[src/rtl/vending_pkg.sv]
// Shared types and coin values for the soda vending controller family.
package vending_pkg;

  typedef enum logic [1:0] {
    COLLECT = 2'd0,
    VEND    = 2'd1,
    CHANGE  = 2'd2
  } state_e;

  typedef enum logic [1:0] {
    COIN_NONE   = 2'b00,
    COIN_NICKEL = 2'b01,
    COIN_DIME   = 2'b10
  } coin_e;

  localparam int NICKEL_C  = 5;
  localparam int DIME_C    = 10;
  localparam int QUARTER_C = 25;

endpackage

[src/rtl/vending_change_sel.sv]
// Picks the next change coin for a given credit: dimes while at least 10c remain, then a nickel.
module vending_change_sel
  import vending_pkg::*;
#(
  parameter int CREDIT_W = 8
) (
  input  logic [CREDIT_W-1:0] credit_i,
  output logic [1:0]          coin_o,
  output logic [CREDIT_W-1:0] value_o
);

  always_comb begin
    if (credit_i >= CREDIT_W'(DIME_C)) begin
      coin_o  = COIN_DIME;
      value_o = CREDIT_W'(DIME_C);
    end else begin
      coin_o  = COIN_NICKEL;
      value_o = CREDIT_W'(NICKEL_C);
    end
  end

endmodule

[src/rtl/vending_ctrl.sv]
// Soda vending controller: collects coins, vends over valid/ready, then returns change
// one coin per handshake. All outputs are decoded from registered state and credit.
module vending_ctrl
  import vending_pkg::*;
#(
  parameter int PRICE    = 20,
  parameter int CREDIT_W = 8,
  parameter int CNT_W    = 16
) (
  input  logic                clk_i,
  input  logic                rst_ni,
  input  logic                nickel_i,
  input  logic                dime_i,
  input  logic                quarter_i,
  input  logic                cancel_i,
  output logic                soda_valid_o,
  input  logic                soda_ready_i,
  output logic                change_valid_o,
  output logic [1:0]          change_coin_o,
  input  logic                change_ready_i,
  output logic [CREDIT_W-1:0] credit_o,
  output logic                busy_o,
  output logic [CNT_W-1:0]    vend_count_o
);

  // Largest reachable credit is PRICE-5 plus a quarter, i.e. PRICE+20.
  if (PRICE < 5 || (PRICE % 5) != 0 || (PRICE + 20) >= (2 ** CREDIT_W)) begin : g_bad_params
    $error("vending_ctrl: PRICE must be a multiple of 5, >= 5, and PRICE+20 must fit CREDIT_W");
  end

  localparam logic [CREDIT_W-1:0] PRICE_C = CREDIT_W'(PRICE);

  state_e              state_q, state_d;
  logic [CREDIT_W-1:0] credit_q, credit_d;
  logic [CNT_W-1:0]    cnt_q, cnt_d;

  logic [CREDIT_W-1:0] coin_val, credit_add, chg_val;
  logic [1:0]          chg_coin;

  vending_change_sel #(.CREDIT_W(CREDIT_W)) u_change_sel (
    .credit_i (credit_q),
    .coin_o   (chg_coin),
    .value_o  (chg_val)
  );

  // One coin per cycle; nickel beats dime beats quarter.
  always_comb begin
    coin_val = '0;
    if (nickel_i)       coin_val = CREDIT_W'(NICKEL_C);
    else if (dime_i)    coin_val = CREDIT_W'(DIME_C);
    else if (quarter_i) coin_val = CREDIT_W'(QUARTER_C);
  end

  assign credit_add = credit_q + coin_val;

  always_comb begin
    state_d  = state_q;
    credit_d = credit_q;
    cnt_d    = cnt_q;
    case (state_q)
      COLLECT: begin
        credit_d = credit_add;
        // Cancel outranks reaching the price in the same cycle.
        if (cancel_i && credit_add != '0) state_d = CHANGE;
        else if (credit_add >= PRICE_C)   state_d = VEND;
      end
      VEND: begin
        if (soda_ready_i) begin
          credit_d = credit_q - PRICE_C;
          cnt_d    = cnt_q + 1'b1;
          state_d  = (credit_q == PRICE_C) ? COLLECT : CHANGE;
        end
      end
      CHANGE: begin
        if (change_ready_i) begin
          credit_d = credit_q - chg_val;
          if (credit_q == chg_val) state_d = COLLECT;
        end
      end
      default: state_d = COLLECT;
    endcase
  end

  always_ff @(posedge clk_i or negedge rst_ni) begin
    if (!rst_ni) begin
      state_q  <= COLLECT;
      credit_q <= '0;
      cnt_q    <= '0;
    end else begin
      state_q  <= state_d;
      credit_q <= credit_d;
      cnt_q    <= cnt_d;
    end
  end

  assign soda_valid_o   = (state_q == VEND);
  assign change_valid_o = (state_q == CHANGE);
  assign change_coin_o  = (state_q == CHANGE) ? chg_coin : COIN_NONE;
  assign busy_o         = (state_q != COLLECT);
  assign credit_o       = credit_q;
  assign vend_count_o   = cnt_q;

endmodule

[config.mk]
export PLATFORM = sky130hd
export DESIGN_NAME = vending_ctrl
export DESIGN_NICKNAME = d
export VERILOG_FILES = /design/src/rtl/vending_pkg.sv /design/src/rtl/vending_change_sel.sv /design/src/rtl/vending_ctrl.sv
export SDC_FILE = /design/constraint.sdc
export NUM_CORES = 1
export LEC_CHECK = 0
export CORE_ASPECT_RATIO = 0.8
export CORE_MARGIN = 2
export CORE_UTILIZATION = 54
export CTS_CLUSTER_SIZE = 40
export DETAILED_ROUTE_END_ITERATION = 16
export PLACE_DENSITY = 0.81
export SYNTH_ARGS = -nofsm -noshare
export SYNTH_HDL_FRONTEND = slang
export SYNTH_HIERARCHICAL = 1
export SYNTH_SLANG_ARGS = --single-unit
[constraint.sdc]
create_clock -name clk_i -period 3.1 [get_ports clk_i]
set_input_delay 0.31 -clock clk_i [delete_from_list [all_inputs] [get_ports clk_i]]
set_output_delay 0.31 -clock clk_i [all_outputs]
set_load 0.02 [all_outputs]
==> results of run 1 <==
-- layout by cell type (no fill, tap or decap), types with 2 or more instances in the layout --
cell type and count:
sky130_fd_sc_hd__clkdlybuf4s50_1 36, sky130_fd_sc_hd__dfrtp_1 26, sky130_fd_sc_hd__inv_1 24, sky130_fd_sc_hd__ha_1 19, sky130_fd_sc_hd__nand2_1 17, sky130_fd_sc_hd__o21ai_0 16, sky130_fd_sc_hd__xnor2_1 15, sky130_fd_sc_hd__nor2_1 13
sky130_fd_sc_hd__xor2_1 10, sky130_fd_sc_hd__a21oi_1 9, sky130_fd_sc_hd__nand3_1 9, sky130_fd_sc_hd__buf_4 9, sky130_fd_sc_hd__nand4_1 7, sky130_fd_sc_hd__nor3_1 7, sky130_fd_sc_hd__and2_1 5, sky130_fd_sc_hd__nand2b_1 4
sky130_fd_sc_hd__a21o_1 4, sky130_fd_sc_hd__mux2i_1 4, sky130_fd_sc_hd__conb_1 4, sky130_fd_sc_hd__nor2b_1 3, sky130_fd_sc_hd__o21bai_1 3, sky130_fd_sc_hd__o211ai_1 3, sky130_fd_sc_hd__a211oi_1 3, sky130_fd_sc_hd__o22ai_1 3
sky130_fd_sc_hd__clkbuf_8 3, sky130_fd_sc_hd__or3_1 2, sky130_fd_sc_hd__a21oi_2 2, sky130_fd_sc_hd__o21ai_1 2, sky130_fd_sc_hd__and3_1 2, sky130_fd_sc_hd__mux2_2 2, sky130_fd_sc_hd__a31oi_1 2, sky130_fd_sc_hd__nor3b_1 2
sky130_fd_sc_hd__fa_1 2
-- flip-flops by register name (all words and copies together), names as in the netlist --
register,count
vend_count_o,16
credit_o,8
state_q,2
-- metal layers --
metal,share of wire [%],wire [um],vias to the layer above
li1,-,-,981
met1,48,2520,926
met2,44,2300,64
met3,6.8,353,4
met4,1.1,60,0
met5,0,0,-
-- per-stage QoR --
| step | utilization [%] | setup WS (ns) |
|---|---|---|
| after floorplan | - | 0.515 |
| after global placement | 65.4 | 0.262 |
| after detailed placement | 65.4 | 0.183 |
| after CTS | 67.1 | 0.251 |
| after global routing | 67.1 | 0.0472 |
| final | 67.1 | 0.246 |
-- how the worst min path moves through the flow --
stage                                        end  slack [ns]  depth (start not counted)
finish                   credit_o[0]$_DFFE_PN0P_        0.40                          2
global route              state_q[0]$_DFFE_PN0P_        0.44                          2
CTS                  vend_count_o[4]$_DFFE_PN0P_        0.41                          2
detailed placement  vend_count_o[15]$_DFFE_PN0P_        0.47                          1
global placement    vend_count_o[15]$_DFFE_PN0P_        0.46                          1
floorplan                credit_o[0]$_DFFE_PN0P_        0.01                          0
-- cell usage after synthesis, types with 8 or more instances --
| master | count |
|---|---|
| sky130_fd_sc_hd__dfrtp_1 | 26 |
| sky130_fd_sc_hd__inv_1 | 24 |
| sky130_fd_sc_hd__ha_1 | 19 |
| sky130_fd_sc_hd__nor2_1 | 13 |
| sky130_fd_sc_hd__nand2_1 | 17 |
| sky130_fd_sc_hd__xor2_1 | 10 |
| sky130_fd_sc_hd__o21ai_0 | 16 |
| sky130_fd_sc_hd__a21oi_1 | 9 |
| sky130_fd_sc_hd__nand3_1 | 9 |
| sky130_fd_sc_hd__xnor2_1 | 15 |
| sky130_fd_sc_hd__buf_4 | 8 |
-- layout make-up --
type | count | area share, %
Clock buffer | 3 | 1.50
Clock inverter | 1 | 1.09
Inverter | 24 | 3.28
Multi-Input combinational cell | 199 | 52.3
Sequential cell | 26 | 23.7
Tap cell | 57 | 2.59
Timing Repair Buffer | 45 | 15.6
-- worst reg2reg max path, cell delays in order, from the launching register on --
cell                       delay (ns)
sky130_fd_sc_hd__dfrtp_1         0.40
sky130_fd_sc_hd__nor4_2          0.46
sky130_fd_sc_hd__and2_1          0.24
sky130_fd_sc_hd__ha_1            0.19
sky130_fd_sc_hd__inv_1           0.06
sky130_fd_sc_hd__fa_1            0.39
sky130_fd_sc_hd__a21o_1          0.17
sky130_fd_sc_hd__a21oi_1         0.22
sky130_fd_sc_hd__o21bai_1        0.10
sky130_fd_sc_hd__a21oi_1         0.19
sky130_fd_sc_hd__xor2_1          0.21
sky130_fd_sc_hd__o211ai_1        0.10
-- where the power goes --
| group | leakage (uW) | switching [uW] | internal, uW |
|---|---|---|---|
| sequential | 0.000342 | 84.7 | 429 |
| combinational | 0.000839 | 1120 | 868 |
| clock | 0.0000357 | 109 | 173 |
-- cells by family after synthesis --
family	Yosys count	share of synthesized area (%)
muxes	6	2.77
buffers and inverters	40	8.13
adders and majority gates	21	12.3
AOI/OAI and AO/OA	61	18.1
other	1	0.166
xor gates and xnor gates	25	9.68
DFF	26	28.8
and+or+nand+nor	82	20.1
==> qor.log, run 1 <==
qor: cts.cts.root.buffer_cell sky130_fd_sc_hd__clkbuf_8
qor: placed_design.gpl.final_weighted_congestion 0.929
qor: flow_run.maxCapViolations 0
qor: worst_setup_path.crit_start credit_o[7]$_DFFE_PN0P_
qor: cells_and_area.relative_area_change_from_synthesis_to_final_layout 21.6%
qor: cells_and_area.multi_input_area 1440 um2
qor: global_routing.grt_overflow_total 0
qor: worst_setup_path.r2r_cells 11
qor: logic_synthesis.synth_enable_flop_cells 0
qor: timing.finalCritPeriodShare 92.1%
qor: global_routing.grt_start_max_net_pins 27
qor: worst_setup_path.critical_path.most_common_cell sky130_fd_sc_hd__a21oi_1
qor: cells_and_area.antenna_cells 0
qor: floorplan.die_span_in_y 61.9 um
qor: cells_and_area.fin_nets 328
qor: logic_synthesis.synth-async-reset-ratio 100%
qor: logic_synthesis.synth.yosys.seq_area_share 28.8%
qor: hold_path.hold_path.class input port to async pin
qor: global_routing.first_global_vias 1787
qor: worst_setup_path.regToRegStartpoint credit_o[7]$_DFFE_PN0P_
qor: worst_setup_path.buffers_plus_inverters_on_the_worst_setup_path 1
qor: global_routing.grt_pass1_wl 8690 um
qor: global_routing.number_of_antenna_violations_at_the_first_check_in_global_routing 0
qor: logic_synthesis.synthesis.instances 262
qor: timing.final-setup-viol-count 0
qor: route.final_antenna_net_count 0
qor: timing.fin_setup_tns 0 ns
qor: cells_and_area.final_design_area_no_fill 2750 um2
qor: logic_synthesis.top_cells_by_area_in_the_synthesized_netlist sky130_fd_sc_hd__dfrtp_1 (29%), sky130_fd_sc_hd__ha_1 (11%), sky130_fd_sc_hd__xnor2_1 (5.8%), sky130_fd_sc_hd__inv_1 (4.0%), sky130_fd_sc_hd__xor2_1 (3.9%)
qor: worst_setup_path.timing.setup.critical_path_class flop to flop
qor: worst_setup_path.timing.critical_path.depth 11
qor: worst_setup_path.crit-reg2reg-capture credit_o[6]$_DFFE_PN0P_
qor: route.remaining_drc_errors 0
qor: cts.cts.clk_slew.worst_paths 0.10 ns
qor: timing.unrepaired_setup_endpoints_after_global_routing no
qor: cts.number_of_sinks_handled_by_clock_tree_synthesis 26
qor: cells_and_area.area.sequential 651 um2
qor: timing.timing.clock.skew 0.00693 ns
qor: timing.slew_at_the_pin_closest_to_its_max_slew_limit 0.524 ns
qor: cts.clk_path_buf_depth 2
qor: pwr.finalPower 2780 uW
qor: route.routed_via_density 5.56
qor: worst_setup_path.cp_data_arrival_time 3.00 ns
qor: cells_and_area.filler_cell_count 359
qor: worst_setup_path.cp.required 3.24 ns
qor: floorplan.number_of_rows_created_at_floorplan 21
qor: global_routing.grtUsageTotal 23.2%
qor: logic_synthesis.postSynthRegisterBits 26
qor: timing.worst_hold_slack 0.395 ns
qor: floorplan.fp.dieW 76.4 um
qor: worst_setup_path.worst-path-max-fanout 3
qor: global_routing.grt_util_met1 33.9%
qor: worst_setup_path.crit_chain nor4_2, and2_1, ha_1, inv_1, fa_1, a21o_1, a21oi_1, o21bai_1, a21oi_1, xor2_1, o211ai_1
qor: timing.timing.fmax 350 MHz
qor: placed_design.port_buffers 36
qor: pwr.cellLeakagePower 0.00122 uW
qor: placed_design.placed_cell_area 2680 um2
qor: pwr.power_per_cell_area 1010 nW/um2
qor: global_routing.groute.layer.met2.usage 36.8%
qor: cells_and_area.stdcell_count 355
qor: worst_setup_path.start_kind flop
qor: placed_design.dpl.hpwl 4100 um
qor: floorplan.dieArea 4730 um2
qor: logic_synthesis.netlist-cell-type-count 58
qor: worst_setup_path.worst_path_largest_cell_delay 0.46 ns
qor: timing.maxSlewHeadroom 64.8%
qor: floorplan.floorplan.core_area 4100 um2
qor: cts.cts_resized 0
qor: worst_setup_path.cp-end-kind flop
qor: global_routing.globalRoute.busiestLayer met2
qor: cts.cts_tree built
qor: cts.post_cts_hold_buffer_count 0
qor: timing.hold_violations_final 0
qor: worst_setup_path.regToRegSetupSlack 0.25 ns
qor: logic_synthesis.postSynthAreaPerCell 8.63 um2
qor: worst_setup_path.cp-endpoint credit_o[6]$_DFFE_PN0P_
qor: cts.setup_buffers_after_cts 0
qor: route.routed-via-count 1975
qor: placed_design.place.detailed.instances 351
qor: global_routing.met3_usage 3.90%
qor: timing.finalCriticalPeriod 2.85 ns
qor: run_status.run_status finished, final reports clean
qor: route.dr.pass1.iters 4
qor: cells_and_area.drive_above_1_share 9.06%
qor: worst_setup_path.cp_top_delay_family compound AO/OA/AOI/OAI gates
qor: floorplan.floorplan.initialDensity 55.2%
qor: route.dr.first_iter.drc_count 143
qor: floorplan.num_io_pins 37
qor: route.wirelength 5230 um
qor: pwr.max-vdd-ir-drop 0.000602 V
qor: worst_setup_path.crit_path_top_delay_cell sky130_fd_sc_hd__nor4_2
qor: cts.worstSkewPairLatency 0.27 ns
qor: logic_synthesis.number_of_warnings_printed_during_yosys_synthesis 6
qor: cts.cts-htree-levels 1
qor: logic_synthesis.netlist_area 2260 um2
qor: logic_synthesis.yosys_most_used_dff sky130_fd_sc_hd__dfrtp_1
qor: logic_synthesis.synth_top_area_share 28.8%
qor: route.routedWlPerCell 14.7 um
qor: logic_synthesis.yosys.area.top_type sky130_fd_sc_hd__dfrtp_1
qor: timing.report.final.slew_viol_count 0
qor: cts.cts-buffers-inserted 3
Power figures use the tool's default switching activity.
==> run 2, diff against run 1 <==
--- a/config.mk
+++ b/config.mk
@@ -6,7 +6,6 @@
 export NUM_CORES = 1
 export LEC_CHECK = 0
 export CORE_ASPECT_RATIO = 0.8
-export CORE_MARGIN = 2
 export CORE_UTILIZATION = 54
 export CTS_CLUSTER_SIZE = 40
 export DETAILED_ROUTE_END_ITERATION = 16
==> run 2 against run 1 <==
Compared with the run above: setup slack better by 0.18 ns; critical path depth stayed put; cell count fell by 0.56%; hold slack better by 0.014 ns; register-to-register slack improved by 0.18 ns; core utilization up 3.3 points; combinational power hardly changed; critical path type unchanged; critical endpoint unchanged; highest routed layer unchanged.
==> qor.log, run 2 (same netlist as run 1, synthesis figures left out) <==
qor: floorplan.number_of_rows_created_at_floorplan 20 [-4.8%]
qor: floorplan.num_io_pins 37 [unchanged]
qor: worst_setup_path.regToRegStartpoint credit_o[7]$_DFFE_PN0P_
qor: global_routing.first_global_vias 1888 [+5.7%]
qor: pwr.power_per_cell_area 1010 nW/um2 [-0.32%]
qor: pwr.max-vdd-ir-drop 0.000554 V [-7.9%]
qor: route.dr.first_iter.drc_count 89 [-38%]
qor: worst_setup_path.timing.setup.critical_path_class flop to flop
qor: timing.timing.clock.skew 0.00519 ns [-0.00174 ns]
qor: floorplan.die_span_in_y 59.9 um [-3.2%]
qor: route.routed_via_density 5.59 [+0.41%]
qor: timing.final-setup-viol-count 0 [unchanged]
qor: timing.fin_setup_tns 0 ns [unchanged]
qor: cells_and_area.drive_above_1_share 9.06% [unchanged]
qor: timing.finalCriticalPeriod 2.67 ns [-0.182 ns]
qor: cts.setup_buffers_after_cts 0 [unchanged]
qor: run_status.run_status finished, final reports clean
qor: floorplan.floorplan.core_area 3900 um2 [-4.8%]
qor: cts.cts-buffers-inserted 3 [unchanged]
qor: cells_and_area.layout.cells.most_common_list sky130_fd_sc_hd__clkdlybuf4s50_1 (36), sky130_fd_sc_hd__dfrtp_1 (26), sky130_fd_sc_hd__inv_1 (24)
qor: worst_setup_path.start_kind flop
qor: cells_and_area.fin_nets 328 [unchanged]
qor: worst_setup_path.crit_start credit_o[7]$_DFFE_PN0P_
qor: route.final_antenna_net_count 0 [unchanged]
qor: cts.cts_tree built
qor: route.remaining_drc_errors 0 [unchanged]
qor: cts.post_cts_hold_buffer_count 0 [unchanged]
qor: floorplan.floorplan.initialDensity 57.9% [+2.8 points]
qor: global_routing.number_of_antenna_violations_at_the_first_check_in_global_routing 0 [unchanged]
qor: timing.finalCritPeriodShare 86.2% [-5.9 points]
qor: route.dr.pass1.iters 5 [+1]
qor: global_routing.grtUsageTotal 24.8% [+1.6 points]
qor: hold_path.hold_path.class input port to async pin
qor: floorplan.fp.dieW 74.4 um [-2.6%]
qor: route.routedLengthMet1 2390 um [-5.2%]
qor: global_routing.grt_pass1_wl 8400 um [-3.3%]
qor: worst_setup_path.cp_data_arrival_time 2.82 ns [-0.18 ns]
qor: pwr.cellLeakagePower 0.00122 uW [about the same]
qor: placed_design.gpl.final_weighted_congestion 0.862 [-7.3%]
qor: worst_setup_path.worst-path-max-fanout 3 [unchanged]
qor: timing.unrepaired_setup_endpoints_after_global_routing no
qor: timing.report.final.slew_viol_count 0 [unchanged]
qor: route.routed.top_layer met4
qor: floorplan.dieArea 4450 um2 [-5.8%]
qor: cts.clk_path_buf_depth 2 [unchanged]
qor: route.routedWlPerCell 14.6 um [-0.68%]
qor: cells_and_area.relative_area_change_from_synthesis_to_final_layout 21.5% [about the same]
qor: route.met3WireLength 215 um [-39%]
qor: route.routed-via-count 1972 [-0.15%]
qor: placed_design.dpl.hpwl 3990 um [-2.5%]
qor: cts.cts.root.buffer_cell sky130_fd_sc_hd__clkbuf_8
qor: timing.maxSlewHeadroom 57.2% [-7.6 points]
qor: cells_and_area.mostFrequentLayoutCell sky130_fd_sc_hd__clkdlybuf4s50_1
qor: cts.cts_resized 0 [unchanged]
qor: timing.hold_violations_final 0 [unchanged]
qor: cts.cts.clk_slew.worst_paths 0.09 ns [about the same]
qor: route.wirelength 5160 um [-1.2%]
qor: cts.number_of_sinks_handled_by_clock_tree_synthesis 26 [unchanged]
qor: cells_and_area.filler_cell_count 318 [-11%]
qor: cts.worstSkewPairLatency 0.27 ns [about the same]
qor: timing.worst_hold_slack 0.409 ns [+0.0138 ns]
qor: flow_run.maxCapViolations 0 [unchanged]
qor: global_routing.grt_start_max_net_pins 27 [unchanged]
qor: cells_and_area.antenna_cells 0 [unchanged]
qor: global_routing.grt_overflow_total 0 [unchanged]
qor: worst_setup_path.cp-end-kind flop
qor: timing.timing.fmax 374 MHz [+6.8%]
qor: worst_setup_path.cp.required 3.25 ns [about the same]
qor: timing.slew_at_the_pin_closest_to_its_max_slew_limit 0.642 ns [+0.118 ns]
qor: cells_and_area.largest_register_ffs 16 [unchanged]
qor: cts.cts-htree-levels 1 [unchanged]
qor: placed_design.port_buffers 36 [unchanged]
qor: route.route.met2.wl 2500 um [+9.1%]
[run 2: per-stage QoR]
step | power (uW) | cell area, um2 | std cells | worst slack [ns] | util, %
4_1_cts | 2770 | 2750 | 353 | 0.441 | 70.4
2_1_floorplan | 1920 | 2270 | 265 | 0.515 | -
3_5_place_dp | 2470 | 2680 | 349 | 0.157 | 68.6
5_1_grt | 3000 | 2750 | 353 | 0.185 | 70.4
3_3_place_gp | 2430 | 2680 | 349 | 0.239 | 68.6
6_report | 2770 | 2750 | 353 | 0.429 | 70.4
[run 2: worst paths after layout]
| path | endpoint | depth (start not counted) | slack, ns |
|---|---|---|---|
| worst max-delay path | credit_o[6]$_DFFE_PN0P_ | 11 | 0.43 |
| worst min-delay path | vend_count_o[4]$_DFFE_PN0P_ | 2 | 0.41 |
| worst max register to register | credit_o[6]$_DFFE_PN0P_ | 11 | 0.43 |
| worst min register to register | vend_count_o[15]$_DFFE_PN0P_ | 1 | 0.47 |
| max in group asynchronous | credit_o[7]$_DFFE_PN0P_ | 2 | 2.44 |
| min in group clk_i | vend_count_o[15]$_DFFE_PN0P_ | 1 | 0.47 |
[run 2: area by class of cell]
class                   count  area (um2)  share of cell area (%)
clock inverters             1        30.0                    1.09
well taps                  55        68.8                    2.50
multi-input cells         199        1440                    52.4
repair buffers             45         428                    15.6
inverters                  24        90.1                    3.28
flip-flops and latches     26         651                    23.7
clock buffers               3        41.3                    1.50
[run 2: report_power, final]
group / internal, uW / leakage [uW] / switching, uW
logic: 868 / 0.000839 / 1110
clock network: 173 / 0.0000357 / 107
registers: 430 / 0.000342 / 79.2
[run 2: per-layer routing]
metal | global-route usage, % | vias to the layer above
li1 | - | 978
met1 | 30.9 | 940
met2 | 44.8 | 48
met3 | 3.88 | 6
met4 | 5.93 | 0
met5 | 0 | -
[run 2: critical path, cell delays in order, from the launching register on]
cell and delay [ns]:
sky130_fd_sc_hd__dfrtp_1 0.39, sky130_fd_sc_hd__nor4_2 0.33, sky130_fd_sc_hd__and2_1 0.22, sky130_fd_sc_hd__ha_1 0.18, sky130_fd_sc_hd__inv_1 0.06, sky130_fd_sc_hd__fa_1 0.41, sky130_fd_sc_hd__a21o_1 0.18, sky130_fd_sc_hd__a21oi_1 0.21
sky130_fd_sc_hd__o21bai_1 0.08, sky130_fd_sc_hd__a21oi_1 0.17, sky130_fd_sc_hd__xor2_1 0.21, sky130_fd_sc_hd__o211ai_1 0.10
